[src/rtl/gtrg_rdout_seq_if.sv]
// Handshake/bus bundle between the GTRG FIFO, the readout sources and the
// readout sequencer. The slave modport is the sequencer's view.
interface gtrg_rdout_seq_if;
    logic        EMPTY_B;
    logic [16:0] DAVSOUT;
    logic [11:0] BXCOUNTOUT;
    logic        RDY;
    logic [6:0]  SKIP;
    logic [6:0]  DONE;
    logic        POP;
    logic        BUSY;
    logic        HDR;
    logic        TRL;
    logic [11:0] EVT_BX;
    logic [6:0]  EVT_MASK;
    logic [6:0]  RDREQ;
    logic [6:0]  TOERR;
    logic [15:0] EVTCNT;
    logic [7:0]  TOCNT;

    modport slave (
        input  EMPTY_B, DAVSOUT, BXCOUNTOUT, RDY, SKIP, DONE,
        output POP, BUSY, HDR, TRL, EVT_BX, EVT_MASK, RDREQ, TOERR, EVTCNT, TOCNT
    );

    modport master (
        output EMPTY_B, DAVSOUT, BXCOUNTOUT, RDY, SKIP, DONE,
        input  POP, BUSY, HDR, TRL, EVT_BX, EVT_MASK, RDREQ, TOERR, EVTCNT, TOCNT
    );
endinterface

[src/rtl/gtrg_rdout_seq.sv]
// GTRG readout sequencer: pops one trigger entry, frames it with header and
// trailer strobes and walks the flagged sources with a req/done handshake.
module gtrg_rdout_seq #(
    parameter int TIMEOUT = 255,
    parameter int SETTLE  = 2
) (
    input logic             CLK,
    input logic             RST,
    gtrg_rdout_seq_if.slave bus
);

    localparam int SW = (SETTLE < 2) ? 1 : $clog2(SETTLE + 1);

    typedef enum logic [2:0] {
        S_IDLE,
        S_HDR,
        S_SCAN,
        S_REQ,
        S_TRL
    } state_t;

    state_t      r_state, w_next;
    logic [6:0]  r_pend, r_cur, r_mask, r_toerr;
    logic [11:0] r_bx;
    logic [7:0]  r_tcnt, r_tocnt;
    logic [15:0] r_evtcnt;
    logic [SW-1:0] r_settle;

    logic        w_pop, w_done_hit, w_to_hit;
    logic [6:0]  w_pick, w_mask;
    logic        w_unused;

    // ALCT first, then TMB, then CFEB1 (bit 0) upward to CFEB5 (bit 4)
    function automatic logic [6:0] pick(input logic [6:0] p);
        logic [6:0] oh;
        oh = '0;
        if (p[6])
            oh = 7'h40;
        else if (p[5])
            oh = 7'h20;
        else
            for (int i = 4; i >= 0; i--)
                if (p[i]) oh = 7'b1 << i;
        return oh;
    endfunction

    assign w_mask     = {bus.DAVSOUT[16], bus.DAVSOUT[0], bus.DAVSOUT[5:1]} & ~bus.SKIP;
    assign w_pick     = pick(r_pend);
    assign w_done_hit = |(bus.DONE & r_cur);
    assign w_to_hit   = (r_tcnt == 8'(TIMEOUT - 1));
    assign w_unused   = ^bus.DAVSOUT[15:6];

    always_comb begin
        w_next = r_state;
        w_pop  = 1'b0;
        case (r_state)
            S_IDLE: begin
                if (bus.EMPTY_B && bus.RDY && (r_settle == '0)) begin
                    w_pop  = 1'b1;
                    w_next = S_HDR;
                end
            end
            S_HDR:  w_next = S_SCAN;
            S_SCAN: w_next = (r_pend == '0) ? S_TRL : S_REQ;
            S_REQ:  if (w_done_hit || w_to_hit) w_next = S_SCAN;
            S_TRL:  w_next = S_IDLE;
            default: w_next = S_IDLE;
        endcase
    end

    always_ff @(posedge CLK or posedge RST) begin
        if (RST) begin
            r_state  <= S_IDLE;
            r_pend   <= '0;
            r_cur    <= '0;
            r_mask   <= '0;
            r_toerr  <= '0;
            r_bx     <= '0;
            r_tcnt   <= '0;
            r_tocnt  <= '0;
            r_evtcnt <= '0;
            r_settle <= '0;
        end else begin
            r_state <= w_next;
            if (w_pop) begin
                r_bx     <= bus.BXCOUNTOUT;
                r_mask   <= w_mask;
                r_pend   <= w_mask;
                r_toerr  <= '0;
                r_settle <= SW'(SETTLE);
            end else if (r_settle != '0) begin
                r_settle <= r_settle - SW'(1);
            end
            if (r_state == S_SCAN) begin
                r_cur  <= w_pick;
                r_tcnt <= '0;
            end
            // DONE outranks a timeout landing on the same cycle
            if (r_state == S_REQ) begin
                if (w_done_hit) begin
                    r_pend <= r_pend & ~r_cur;
                end else if (w_to_hit) begin
                    r_pend  <= r_pend & ~r_cur;
                    r_toerr <= r_toerr | r_cur;
                    if (r_tocnt != 8'hFF) r_tocnt <= r_tocnt + 8'd1;
                end else begin
                    r_tcnt <= r_tcnt + 8'd1;
                end
            end
            if (r_state == S_TRL) r_evtcnt <= r_evtcnt + 16'd1;
        end
    end

    // POP is decoded from IDLE, so it is held off explicitly while reset is high
    assign bus.POP      = w_pop && !RST;
    assign bus.BUSY     = (r_state != S_IDLE);
    assign bus.HDR      = (r_state == S_HDR);
    assign bus.TRL      = (r_state == S_TRL);
    assign bus.RDREQ    = (r_state == S_REQ) ? r_cur : 7'h00;
    assign bus.EVT_BX   = r_bx;
    assign bus.EVT_MASK = r_mask;
    assign bus.TOERR    = r_toerr;
    assign bus.EVTCNT   = r_evtcnt;
    assign bus.TOCNT    = r_tocnt;

endmodule

[src/flat_wrapper.sv]
// flat-port wrapper written by rule: the top's interface ports become plain ports
module gtrg_rdout_seq_flat 
#(
    parameter int TIMEOUT = 255,
    parameter int SETTLE  = 2
)
  (CLK, RST, bus_EMPTY_B, bus_DAVSOUT, bus_BXCOUNTOUT, bus_RDY, bus_SKIP, bus_DONE, bus_POP, bus_BUSY, bus_HDR, bus_TRL, bus_EVT_BX, bus_EVT_MASK, bus_RDREQ, bus_TOERR, bus_EVTCNT, bus_TOCNT);
  gtrg_rdout_seq_if bus_i ();
  input logic CLK;
  input logic RST;
  input wire logic [$bits(bus_i.EMPTY_B)-1:0] bus_EMPTY_B;
  input wire logic [$bits(bus_i.DAVSOUT)-1:0] bus_DAVSOUT;
  input wire logic [$bits(bus_i.BXCOUNTOUT)-1:0] bus_BXCOUNTOUT;
  input wire logic [$bits(bus_i.RDY)-1:0] bus_RDY;
  input wire logic [$bits(bus_i.SKIP)-1:0] bus_SKIP;
  input wire logic [$bits(bus_i.DONE)-1:0] bus_DONE;
  output wire logic [$bits(bus_i.POP)-1:0] bus_POP;
  output wire logic [$bits(bus_i.BUSY)-1:0] bus_BUSY;
  output wire logic [$bits(bus_i.HDR)-1:0] bus_HDR;
  output wire logic [$bits(bus_i.TRL)-1:0] bus_TRL;
  output wire logic [$bits(bus_i.EVT_BX)-1:0] bus_EVT_BX;
  output wire logic [$bits(bus_i.EVT_MASK)-1:0] bus_EVT_MASK;
  output wire logic [$bits(bus_i.RDREQ)-1:0] bus_RDREQ;
  output wire logic [$bits(bus_i.TOERR)-1:0] bus_TOERR;
  output wire logic [$bits(bus_i.EVTCNT)-1:0] bus_EVTCNT;
  output wire logic [$bits(bus_i.TOCNT)-1:0] bus_TOCNT;
  assign bus_i.EMPTY_B = bus_EMPTY_B;
  assign bus_i.DAVSOUT = bus_DAVSOUT;
  assign bus_i.BXCOUNTOUT = bus_BXCOUNTOUT;
  assign bus_i.RDY = bus_RDY;
  assign bus_i.SKIP = bus_SKIP;
  assign bus_i.DONE = bus_DONE;
  assign bus_POP = bus_i.POP;
  assign bus_BUSY = bus_i.BUSY;
  assign bus_HDR = bus_i.HDR;
  assign bus_TRL = bus_i.TRL;
  assign bus_EVT_BX = bus_i.EVT_BX;
  assign bus_EVT_MASK = bus_i.EVT_MASK;
  assign bus_RDREQ = bus_i.RDREQ;
  assign bus_TOERR = bus_i.TOERR;
  assign bus_EVTCNT = bus_i.EVTCNT;
  assign bus_TOCNT = bus_i.TOCNT;
  gtrg_rdout_seq #(.TIMEOUT(TIMEOUT), .SETTLE(SETTLE)) u_core (.CLK(CLK), .RST(RST), .bus(bus_i));
endmodule
[config.mk]
export PLATFORM = sky130hd
export DESIGN_NAME = gtrg_rdout_seq_flat
export DESIGN_NICKNAME = d
export VERILOG_FILES = /design/src/rtl/gtrg_rdout_seq_if.sv /design/src/rtl/gtrg_rdout_seq.sv /design/src/flat_wrapper.sv
export SDC_FILE = /design/constraint.sdc
export NUM_CORES = 1
export LEC_CHECK = 0
export ABC_AREA = 1
export CAP_MARGIN = 10
export CORE_ASPECT_RATIO = 0.8
export CORE_UTILIZATION = 48
export DETAILED_ROUTE_END_ITERATION = 10
export GPL_TIMING_DRIVEN = 0
export HOLD_SLACK_MARGIN = 0.06
export PLACE_DENSITY_LB_ADDON = 0.2
export SLEW_MARGIN = 30
export SYNTH_ARGS = -nofsm -noshare
export SYNTH_HDL_FRONTEND = slang
export SYNTH_SLANG_ARGS = --single-unit
[constraint.sdc]
create_clock -name CLK -period 3.6 [get_ports CLK]
set_clock_uncertainty 0.2 [all_clocks]
set_input_delay 0.54 -clock CLK [delete_from_list [all_inputs] [get_ports CLK]]
set_output_delay 0.54 -clock CLK [all_outputs]
set_load 0.01 [all_outputs]
; ---- Word-level counts from Yosys, hierarchy flattened
; Cells that the tools add are included.
[totals]
reg_bits = 77
inputBits = 47
word_cells = 71
[op_classes]
add_sub_neg = 4
eq_ne = 8
muxes = 28
bitwise = 7
n_reduce_logical = 14
[ops]
columns = op, n
row1 = 7-bit 2-to-1 mux, 11
row2 = 8-bit 2-to-1 mux, 4
row3 = 5-bit 2-to-1 mux, 5
row4 = 7-bit AND, 3
row5 = 16-bit by 1-bit adder with 16-bit output (second input constant), 1
row6 = 8-bit by 1-bit adder with 8-bit output (second input constant), 2
row7 = 7-bit NOT, 2
row8 = 3-bit one-hot mux with 4 select lines, 1
row9 = 3-bit 2-to-1 mux, 3
row10 = 8-bit equality test (second input constant), 1
row11 = 8-bit inequality test (second input constant), 1
row12 = 7-bit zero test, 1
row13 = 7-bit OR, 1
row14 = 7-bit OR reduction, 1
row15 = 3-bit by 2-bit equality test with 1-bit output (second input constant), 2
row16 = 2-bit 2-to-1 mux, 2
row17 = 2-bit by 1-bit inequality test with 1-bit output (second input constant), 2
row18 = 4-bit AND reduction, 1
row19 = 2-bit nonzero test, 2
row20 = 3-bit by 1-bit equality test with 1-bit output (second input constant), 1
row21 = 3-bit equality test (second input constant), 1
row22 = 1-bit logical AND, 3
row23 = 3-bit zero test, 1
row24 = 3-bit nonzero test, 1
row25 = other kinds (7), 8

; ---- Longest topological paths before layout
; Gate-level depths: netlist of run 1.
[depth]
ltp_word = 8
mapped_depth = 12
depth_no_buf = 11

; ---- Worst setup path before layout of run 1
; Ideal clock, no wire load.
[synth_path]
kind = register -> output
from = reg u_core.r_settle[0]
to = out bus_POP
t_arrival_ps = 1311
required_time_ps = 2860
slack_ps = 1549
path_stages_with_launch = 8
path_buffers = 1
path_cell_list = dfrtp_1 inv_1 ha_1 inv_1 nor2_1 nand3_1 clkbuf_1 nor2_1
[synth_via]
elab_chain_cells = 5
[synth_rtl]
columns = item, line
row1 = start: declaration, gtrg_rdout_seq.sv:27  ; logic [SW-1:0] r_settle;
row2 = start signal: assignment, gtrg_rdout_seq.sv:90  ; r_settle <= SW'(SETTLE);
row3 = start signal: assignment, gtrg_rdout_seq.sv:92  ; r_settle <= r_settle - SW'(1);
row4 = 2-bit zero test, gtrg_rdout_seq.sv:58  ; if (bus.EMPTY_B && bus.RDY && (r_settle == '0)) begin
row5 = 1-bit logical AND, gtrg_rdout_seq.sv:58
row6 = 1-bit 2-to-1 mux, gtrg_rdout_seq.sv:58
row7 = 1-bit 2-to-1 mux, gtrg_rdout_seq.sv:56  ; case (r_state)
row8 = 1-bit logical AND, gtrg_rdout_seq.sv:115  ; assign bus.POP = w_pop && !RST;
row9 = end: declaration, flat_wrapper.sv:17  ; output wire logic [$bits(bus_i.POP)-1:0] bus_POP;
; Every way passes these cells.

; ---- Worst setup path after layout of run 1
; Same ends and word-level chain as after synthesis.

==> flow_metrics.py, run 1 <==
metrics = {
    "final_layout": {
        "seqCellArea_um2": 1927,
        "syn_to_final_growth_pct": 34.32,
        "n_antenna_cell": 0,
        "instances_no_fill": 710,
        "nFillCells": 718,
        "fin_nets": 649,
        "multi_input_area_um2": 1738,
        "drive_gt1_share_pct": 8.140,
    },
    "synthesis": {
        "netlist-cell-type-count": 28,
        "netlist.area_leader.share_pct": 49.12,
        "yosys_warnings": 0,
        "synth_seq_cells": 77,
        "yosysTopAreaCell": "dfrtp_1",
        "synth_nets": 539,
        "synthTopCellsByArea": "dfrtp_1, nand2_1, nand3_1",
        "syn_area_um2": 3923,
        "ys_seq_area_share_pct": 49.12,
        "avgSynthCellArea_um2": 8.054,
        "synthCells": 487,
    },
    "die": {
        "die-area_um2": 8540,
        "initial_core_util_pct": 49.59,
        "coreArea_um2": 7910,
        "io_pins": 108,
        "core.rowCount": 29,
        "dieWidth_um": 103.1,
        "die_y_um": 82.86,
    },
    "sta": {
        "setup_viol": 0,
        "clock.fmax_mhz": 316.4,
        "fin_crit_ns": 3.161,
        "tightest_slew_ns": 0.5010,
        "final-hold-violation-count": 0,
        "post-route-period-util_pct": 87.79,
        "relSlewSlack_pct": 66.60,
        "whs_ns": 0.2825,
        "setup_tns_ns": 0,
        "drv_slew": 0,
        "grt_setup_unrepaired": "no",
    },
    "critical_path": {
        "r2r_slack_ns": 1.66,
        "r2r_start": "u_core.r_tcnt[0]",
        "crit_type": "reg2out",
        "rr_worst_depth": 9,
        "cp-start-kind": "register",
        "end_kind": "primary output",
        "critPathMaxFanout": 10,
        "rr_endpoint": "u_core.r_tcnt[0]",
        "crit_required_ns": 2.86,
        "crit_arrival_ns": 2.42,
    },
    "global_route": {
        "grt_pass1_wl_mm": 16.09,
        "met3_usage_pct": 5.976,
        "grt_overflow": 0,
        "antenna_found_initial": 0,
        "use_met1_pct": 32.57,
        "grt_max_degree": 35,
        "busiest_layer": "met2",
        "met2_usage_pct": 37.64,
        "grt_pass1_vias": 3446,
        "grt_usage_pct": 24.33,
    },
    "cts": {
        "cts_hold_buffers": 0,
        "cts-resized-gates": 0,
        "insertion_delay_ns": 0.35,
        "htree_levels": 3,
        "cts_tree": "built",
        "path_clk_slew_ns": 0.09,
        "clock-sinks": 77,
        "cts_setup_buffers": 0,
        "clock-root-buffer": "clkbuf_8",
        "cts_inserted_buffers": 9,
        "cts_buffer_depth": 2,
    },
    "place": {
        "dp_cells": 694,
        "dp_hpwl_mm": 7.105,
        "gp_congestion": 0.8914,
        "portBuffers": 97,
    },
    "route": {
        "vias_per_cell": 5.000,
        "final_antenna_net_count": 0,
        "drtPass1Iterations": 5,
        "detail_route.iter0.violations": 155,
        "drcViolationCount": 0,
        "num_vias": 3550,
        "detail_route.wl_per_cell_um": 13.25,
        "finalWirelength_mm": 9.407,
    },
    "status": {
        "outcome": "finished, final reports clean",
    },
    "hold_path": {
        "hp-start": "u_core.bus.EVT_BX[0]",
        "min_path_cells": 2,
        "hp-class": "reg2reg",
        "worst_hold_path.endpoint": "u_core.bus.EVT_BX[0]",
    },
    "power_and_ir_drop": {
        "power_density_nw_per_um2": 582.8,
        "comb_power_share_pct": 38.7,
        "p_clk_share_pct": 21.6,
        "leakagePower_uw": 0.002621,
        "vdd_drop_max_uv": 343.0,
        "power_switching_uw": 1193,
        "p_total_uw": 3071,
        "switching_share_pct": 38.84,
        "p_int_uw": 1878,
        "power_frac_seq_pct": 39.7,
    },
    "run": {
        "maxCapViolations": 0,
    },
}
layout make-up:
type	instances	share of cell area, %
buffer	9	1.211
clock buffer	10	2.422
clock inverter	6	1.330
inverter	51	3.728
multi-input combinational	350	32.99
sequential	77	36.57
tap	108	2.565
timing repair buffer	99	19.19
synthesized netlist by cell type:
cell        n
nand2_1   180
dfrtp_1    77
inv_1      48
nand3_1    37
nor2_1     29
o21ai_0    24
xor2_1     14
nand4_1    10
nand2_2     7
o21ai_1     7
nand3b_1    6
nor2_4      6
xnor2_1     6
a21oi_1     5
ha_1        5
nor3_1      5
buf_2       3
buf_4       3
nor2_2      3
buf_6       2
inv_2       2
nor2_8      2
clkbuf_1    1
inv_4       1
nand2b_1    1
nand3_4     1
nor3_4      1
o21bai_1    1
sequential cells by signal (all words and copies together), names as in the netlist:
name,flops
u_core.bus.TOERR,7
u_core.bus.EVTCNT,16
u_core.bus.TOCNT,8
u_core.bus.EVT_BX,12
u_core.r_settle,2
u_core.r_tcnt,8
u_core.r_pend,7
u_core.r_cur,7
u_core.bus.EVT_MASK,7
u_core.r_state,3
worst max-delay path: stages, from the launching register on:
cell and delay [ns]:
dfrtp_1 0.37, inv_1 0.08, ha_1 0.19, inv_1 0.06
nor2_1 0.15, nand3_1 0.21, clkbuf_1 0.31, nor2_1 0.15
clkdlybuf4s50_1 0.54
metrics by stage:
| stage | setup slack, ns | area (µm²) | utilization (%) |
|---|---|---|---|
| 2_1_floorplan | 0.8933 | 3923 | - |
| 3_3_place_gp | -0.4727 | 5029 | 63.57 |
| 3_5_place_dp | 0.4536 | 5071 | 64.11 |
| 4_1_cts | 0.4173 | 5269 | 66.61 |
| 5_1_grt | 0.2220 | 5269 | 66.61 |
| 6_report | 0.4395 | 5269 | 66.61 |
how the worst max path moves through the flow:
stage	startpoint	end	slack [ns]	cells past startpoint
CTS	u_core.r_settle[0]	bus_POP	0.42	8
global route	u_core.r_settle[0]	bus_POP	0.22	8
global placement	RST	u_core.r_settle[1]	-0.47	2
finish	u_core.r_settle[0]	bus_POP	0.44	8
floorplan	RST	u_core.bus.EVTCNT[0]	0.89	1
detailed placement	bus_RDY	bus_POP	0.45	7
layout by cell type (no fill, tap or decap), drive strengths merged:
cell / netlist / final
nor3: 6 / 6
nand3b: 6 / 6
a21oi: 5 / 5
bufinv: 0 / 1
nand4: 10 / 10
clkdlybuf4s50: 0 / 97
clkbuf: 1 / 11
clkinvlp: 0 / 3
buf: 8 / 10
o21ai: 31 / 31
dfrtp: 77 / 77
inv: 51 / 53
ha: 5 / 5
nor2: 40 / 40
nand2: 187 / 187
xnor2: 6 / 6
o21bai: 1 / 1
nand3: 38 / 38
xor2: 14 / 14
nand2b: 1 / 1
logic make-up (layout without fill, tap and decap cells):
kind of cell	Yosys count	after routing	share of synthesized area [%]
and+or+nand+nor	288	288	33.46
DFF	77	77	49.12
buffers and inverters	60	175	6.571
AOI/OAI and AO/OA	37	37	4.785
xor gates and xnor gates	20	20	4.466
adders and majority gates	5	5	1.595
power by group through the flow:
stage | combinational, µW | sequential (µW) | clock (µW)
2_1_floorplan | 680 | 1240 | 0
3_3_place_gp | 1150 | 1220 | 0
3_5_place_dp | 1180 | 1230 | 0
4_1_cts | 1190 | 1220 | 683
5_1_grt | 1340 | 1240 | 720
6_report | 1190 | 1220 | 665
per-layer routing:
metal,vias up,share of wire (%)
met4,0,1.7
met5,-,0
met3,14,5.4
li1,1755,-
met2,108,48
met1,1673,45
Note: power is estimated with default switching activity, not from simulation.
==> run 2, diff against run 1 <==
Settings changed: CORE_MARGIN set to 3.
==> flow_metrics.py, run 2 (synthesized netlist as in run 1, its figures left out) <==
metrics = {
    "status": {
        "outcome": "finished, final reports clean",
    },
    "route": {
        "drcViolationCount": 0,
        "detail_route.iter0.violations": 253,
        "finalWirelength_mm": 9.588,
        "detail_route.wl_per_cell_um": 13.58,
        "vias_per_cell": 4.960,
        "drtPass1Iterations": 5,
        "final_antenna_net_count": 0,
        "num_vias": 3502,
    },
    "final_layout": {
        "final_cell_mix": "nand2_1, clkdlybuf4s50_1, dfrtp_1, inv_1, nand3_1",
        "utilization_pct": 68.20,
        "n_antenna_cell": 0,
        "layout_commonest_cell": "nand2_1",
        "final_cell_area_um2": 5233,
        "nFillCells": 620,
        "seqCellArea_um2": 1927,
        "largest_register_ffs": 16,
        "drive_gt1_share_pct": 7.987,
        "syn_to_final_growth_pct": 33.40,
        "fin_nets": 648,
        "multi_input_area_um2": 1738,
    },
    "global_route": {
        "grt_usage_pct": 21.89,
        "grt_overflow": 0,
        "grt_max_degree": 49,
        "antenna_found_initial": 0,
        "grt_pass1_vias": 3443,
        "grt_pass1_wl_mm": 16.19,
    },
    "cts": {
        "cts_buffer_depth": 2,
        "path_clk_slew_ns": 0.08,
        "cts_inserted_buffers": 9,
        "cts_hold_buffers": 0,
        "cts_setup_buffers": 0,
        "clock-root-buffer": "clkbuf_8",
        "htree_levels": 3,
        "cts_tree": "built",
        "clock-sinks": 77,
        "insertion_delay_ns": 0.35,
        "cts-resized-gates": 0,
    },
    "die": {
        "core.rowCount": 28,
        "dieWidth_um": 107.1,
        "initial_core_util_pct": 51.13,
        "die_y_um": 86.86,
        "coreArea_um2": 7672,
        "io_pins": 108,
        "die-area_um2": 9300,
    },
    "critical_path": {
        "r2r_start": "u_core.r_tcnt[0]",
        "worstSetupEndpoint": "bus_POP",
        "crit_slowest_cell": "clkdlybuf4s50_1",
        "crit_arrival_ns": 2.42,
        "cp-start-kind": "primary input",
        "crit_required_ns": 2.86,
        "critPathMaxFanout": 10,
        "r2r_slack_ns": 1.65,
        "worstPathCellList": "clkdlybuf4s50_1, nand2_1, nor2_1, nand3_1, clkbuf_1, nor2_1, clkdlybuf4s50_1",
        "slowest_delay_ns": 0.55,
        "crit_type": "in2out",
        "end_kind": "primary output",
        "rr_worst_depth": 9,
        "startpoint": "bus_RDY",
        "rr_endpoint": "u_core.r_tcnt[0]",
    },
    "power_and_ir_drop": {
        "power_density_nw_per_um2": 575.2,
        "leakagePower_uw": 0.002617,
        "vdd_drop_max_uv": 368.9,
        "p_total_uw": 3010,
    },
    "sta": {
        "fin_crit_ns": 3.158,
        "drv_slew": 0,
        "clock.fmax_mhz": 316.6,
        "whs_ns": 0.2700,
        "grt_setup_unrepaired": "no",
        "post-route-period-util_pct": 87.73,
        "final-hold-violation-count": 0,
        "relSlewSlack_pct": 70.82,
        "tightest_slew_ns": 0.4377,
        "setup_viol": 0,
    },
    "hold_path": {
        "min_path_cells": 2,
        "hp-class": "reg2reg",
    },
    "run": {
        "maxCapViolations": 0,
    },
    "place": {
        "place_area_um2": 5055,
        "portBuffers": 97,
        "dp_hpwl_mm": 7.292,
        "gp_congestion": 0.8575,
    },
}
==> run 2: routing by layer <==
metal  up-vias  wire [µm]  share of wire [%]  global-route usage, %
met2       112       4623                 48                  36.63
li1       1748          -                  -                      -
met1      1628       4238                 44                  28.50
met3        14        592                6.2                  5.708
met5         -          0                  0                      0
met4         0        133                1.4                  5.807
==> run 2: worst min-delay path by stage <==
stage	start	to
floorplan	u_core.r_cur[0]	u_core.bus.TOERR[0]
global placement	u_core.bus.EVT_BX[0]	u_core.bus.EVT_BX[0]
detailed placement	u_core.bus.EVT_BX[0]	u_core.bus.EVT_BX[0]
CTS	u_core.bus.EVT_BX[3]	u_core.bus.EVT_BX[3]
global route	u_core.bus.EVT_BX[3]	u_core.bus.EVT_BX[3]
finish	u_core.bus.EVT_BX[11]	u_core.bus.EVT_BX[11]
==> run 2: where the power goes <==
| part | switching, µW | internal (µW) | leakage (µW) |
|---|---|---|---|
| combinational | 706 | 493 | 0.00149 |
| sequential | 156 | 1060 | 0.00104 |
| clock | 309 | 285 | 0.0000921 |
==> run 2: critical path, delay by kind of cell <==
family,cells,cell delay (ns)
AND/OR/NAND/NOR,4,0.54
buffers and inverters,3,1.34
==> run 2: final cells by class <==
class	count	area share, %
sequential	77	36.82
multi-input combinational	350	33.21
timing repair buffer	98	19.08
inverter	51	3.754
clock buffer	12	2.965
tap	105	2.511
buffer	9	1.220
clock inverter	4	0.4304
==> run 2: stage by stage <==
| step | instances | setup TNS (ns) | worst slack, ns |
|---|---|---|---|
| 5_1_grt | 706 | 0 | 0.1807 |
| 2_1_floorplan | 487 | 0 | 0.8933 |
| 3_3_place_gp | 689 | -31.90 | -0.4178 |
| 6_report | 706 | 0 | 0.4417 |
| 4_1_cts | 706 | 0 | 0.4062 |
| 3_5_place_dp | 690 | 0 | 0.4070 |
==> run 3, diff against run 2 <==
Settings changed: CORE_MARGIN 3 to unset, SLEW_MARGIN 30 to 20.
==> flow_metrics.py, run 3 (synthesized netlist as in run 1, its figures left out) <==
metrics = {
    "global_route": {
        "grt_usage_pct": 24.05,
        "use_met1_pct": 31.37,
        "grt_overflow": 0,
        "met3_usage_pct": 5.471,
        "grt_pass1_wl_mm": 15.97,
        "antenna_found_initial": 0,
        "grt_max_degree": 54,
        "met2_usage_pct": 38.18,
        "grt_pass1_vias": 3471,
        "busiest_layer": "met2",
    },
    "critical_path": {
        "cp-start-kind": "primary input",
        "crit_slowest_cell": "clkdlybuf4s50_1",
        "worstPathCellList": "clkdlybuf4s50_1, nand2_1, nor2_1, nand3_1, clkbuf_1, nor2_1, clkdlybuf4s50_1",
        "crit_arrival_ns": 2.40,
        "startpoint": "bus_EMPTY_B",
        "r2r_slack_ns": 1.66,
        "timing.critical_path.buf_inv": 3,
        "critPathMaxFanout": 10,
        "crit_family": "buffers and inverters",
        "slowest_delay_ns": 0.55,
        "r2r_start": "u_core.r_tcnt[0]",
        "crit_required_ns": 2.86,
        "end_kind": "primary output",
        "crit_type": "in2out",
    },
    "die": {
        "die-area_um2": 8540,
        "io_pins": 108,
        "coreArea_um2": 7910,
        "initial_core_util_pct": 49.59,
        "die_y_um": 82.86,
        "core.rowCount": 29,
        "dieWidth_um": 103.1,
    },
    "sta": {
        "setup_tns_ns": 0,
        "setup_viol": 0,
        "drv_slew": 0,
        "relSlewSlack_pct": 70.45,
        "tightest_slew_ns": 0.4433,
        "post-route-period-util_pct": 87.28,
        "grt_setup_unrepaired": "no",
        "final-hold-violation-count": 0,
        "clock.fmax_mhz": 318.3,
        "fin_crit_ns": 3.142,
    },
    "cts": {
        "cts_setup_buffers": 0,
        "clock-root-buffer": "clkbuf_8",
        "cts_tree": "built",
        "cts-resized-gates": 0,
        "cts_buffer_depth": 2,
        "insertion_delay_ns": 0.34,
        "clock-sinks": 77,
        "cts_hold_buffers": 0,
        "cts_inserted_buffers": 9,
        "htree_levels": 3,
        "path_clk_slew_ns": 0.08,
    },
    "status": {
        "outcome": "finished, final reports clean",
    },
    "final_layout": {
        "largest_register_ffs": 16,
        "instances_no_fill": 709,
        "n_antenna_cell": 0,
        "nFillCells": 722,
        "seqCellArea_um2": 1927,
        "final_cell_mix": "nand2_1, clkdlybuf4s50_1, dfrtp_1, inv_1, nand3_1",
        "syn_to_final_growth_pct": 33.46,
        "final_cell_area_um2": 5235,
        "fin_nets": 648,
        "drive_gt1_share_pct": 7.987,
        "multi_input_area_um2": 1738,
        "layout_commonest_cell": "nand2_1",
    },
    "route": {
        "num_vias": 3530,
        "finalWirelength_mm": 9.334,
        "drcViolationCount": 0,
        "drtPass1Iterations": 7,
        "detail_route.wl_per_cell_um": 13.17,
        "detail_route.iter0.violations": 234,
        "final_antenna_net_count": 0,
        "vias_per_cell": 4.979,
    },
    "power_and_ir_drop": {
        "leakagePower_uw": 0.002604,
        "vdd_drop_max_uv": 346.3,
        "power_density_nw_per_um2": 571.8,
    },
    "place": {
        "place_area_um2": 5059,
        "gp_congestion": 0.8914,
        "dp_hpwl_mm": 7.016,
        "dp_cells": 693,
        "portBuffers": 97,
    },
    "run": {
        "maxCapViolations": 0,
    },
    "hold_path": {
        "hp-class": "reg2reg",
        "hp-start": "u_core.bus.EVT_BX[7]",
    },
}
## run 3: area by class of cell
type / instances / area share, %
clock buffers: 10 / 2.438
flip-flops and latches: 77 / 36.81
inverters: 51 / 3.752
clock inverters: 6 / 0.9321
well taps: 108 / 2.581
plain buffers: 9 / 1.219
repair buffers: 98 / 19.07
multi-input cells: 350 / 33.20
## run 3: worst paths after layout
path | to | cells after the start
max | bus_POP | 7
min | u_core.bus.EVT_BX[7] | 2
max reg2reg | u_core.r_tcnt[0] | 9
min reg2reg | u_core.bus.EVT_BX[7] | 2
max in group asynchronous | u_core.bus.TOCNT[6] | 3
min in group asynchronous | u_core.bus.EVTCNT[9] | 2
## run 3: report_power, final
group	internal (µW)	switching, µW
clock network	255	335
registers	1060	157
logic	492	695
total	1810	1190
## run 3: metrics by stage
step | hold slack (ns) | setup WS [ns] | utilization, % | total power [µW]
final | 0.2750 | 0.4579 | 66.18 | 2994
after global routing | 0.2958 | 0.2247 | 66.18 | 3223
after CTS | 0.2781 | 0.4309 | 66.18 | 3010
after detailed placement | 0.2583 | 0.4633 | 63.95 | 2409
after global placement | 0.2537 | -0.4727 | 63.57 | 2371
after floorplan | 0.2904 | 0.8933 | - | 1924
## run 3: routing by layer
metal | vias to the layer above | routed length [µm]
met3 | 12 | 488
met1 | 1657 | 4087
met4 | 0 | 148
li1 | 1752 | -
met5 | - | 0
met2 | 109 | 4609
## run 3: worst min-delay path: stages, from the launching register on
cell and delay (ns):
dfrtp_1 0.35, nand2_1 0.05, nand2_1 0.05
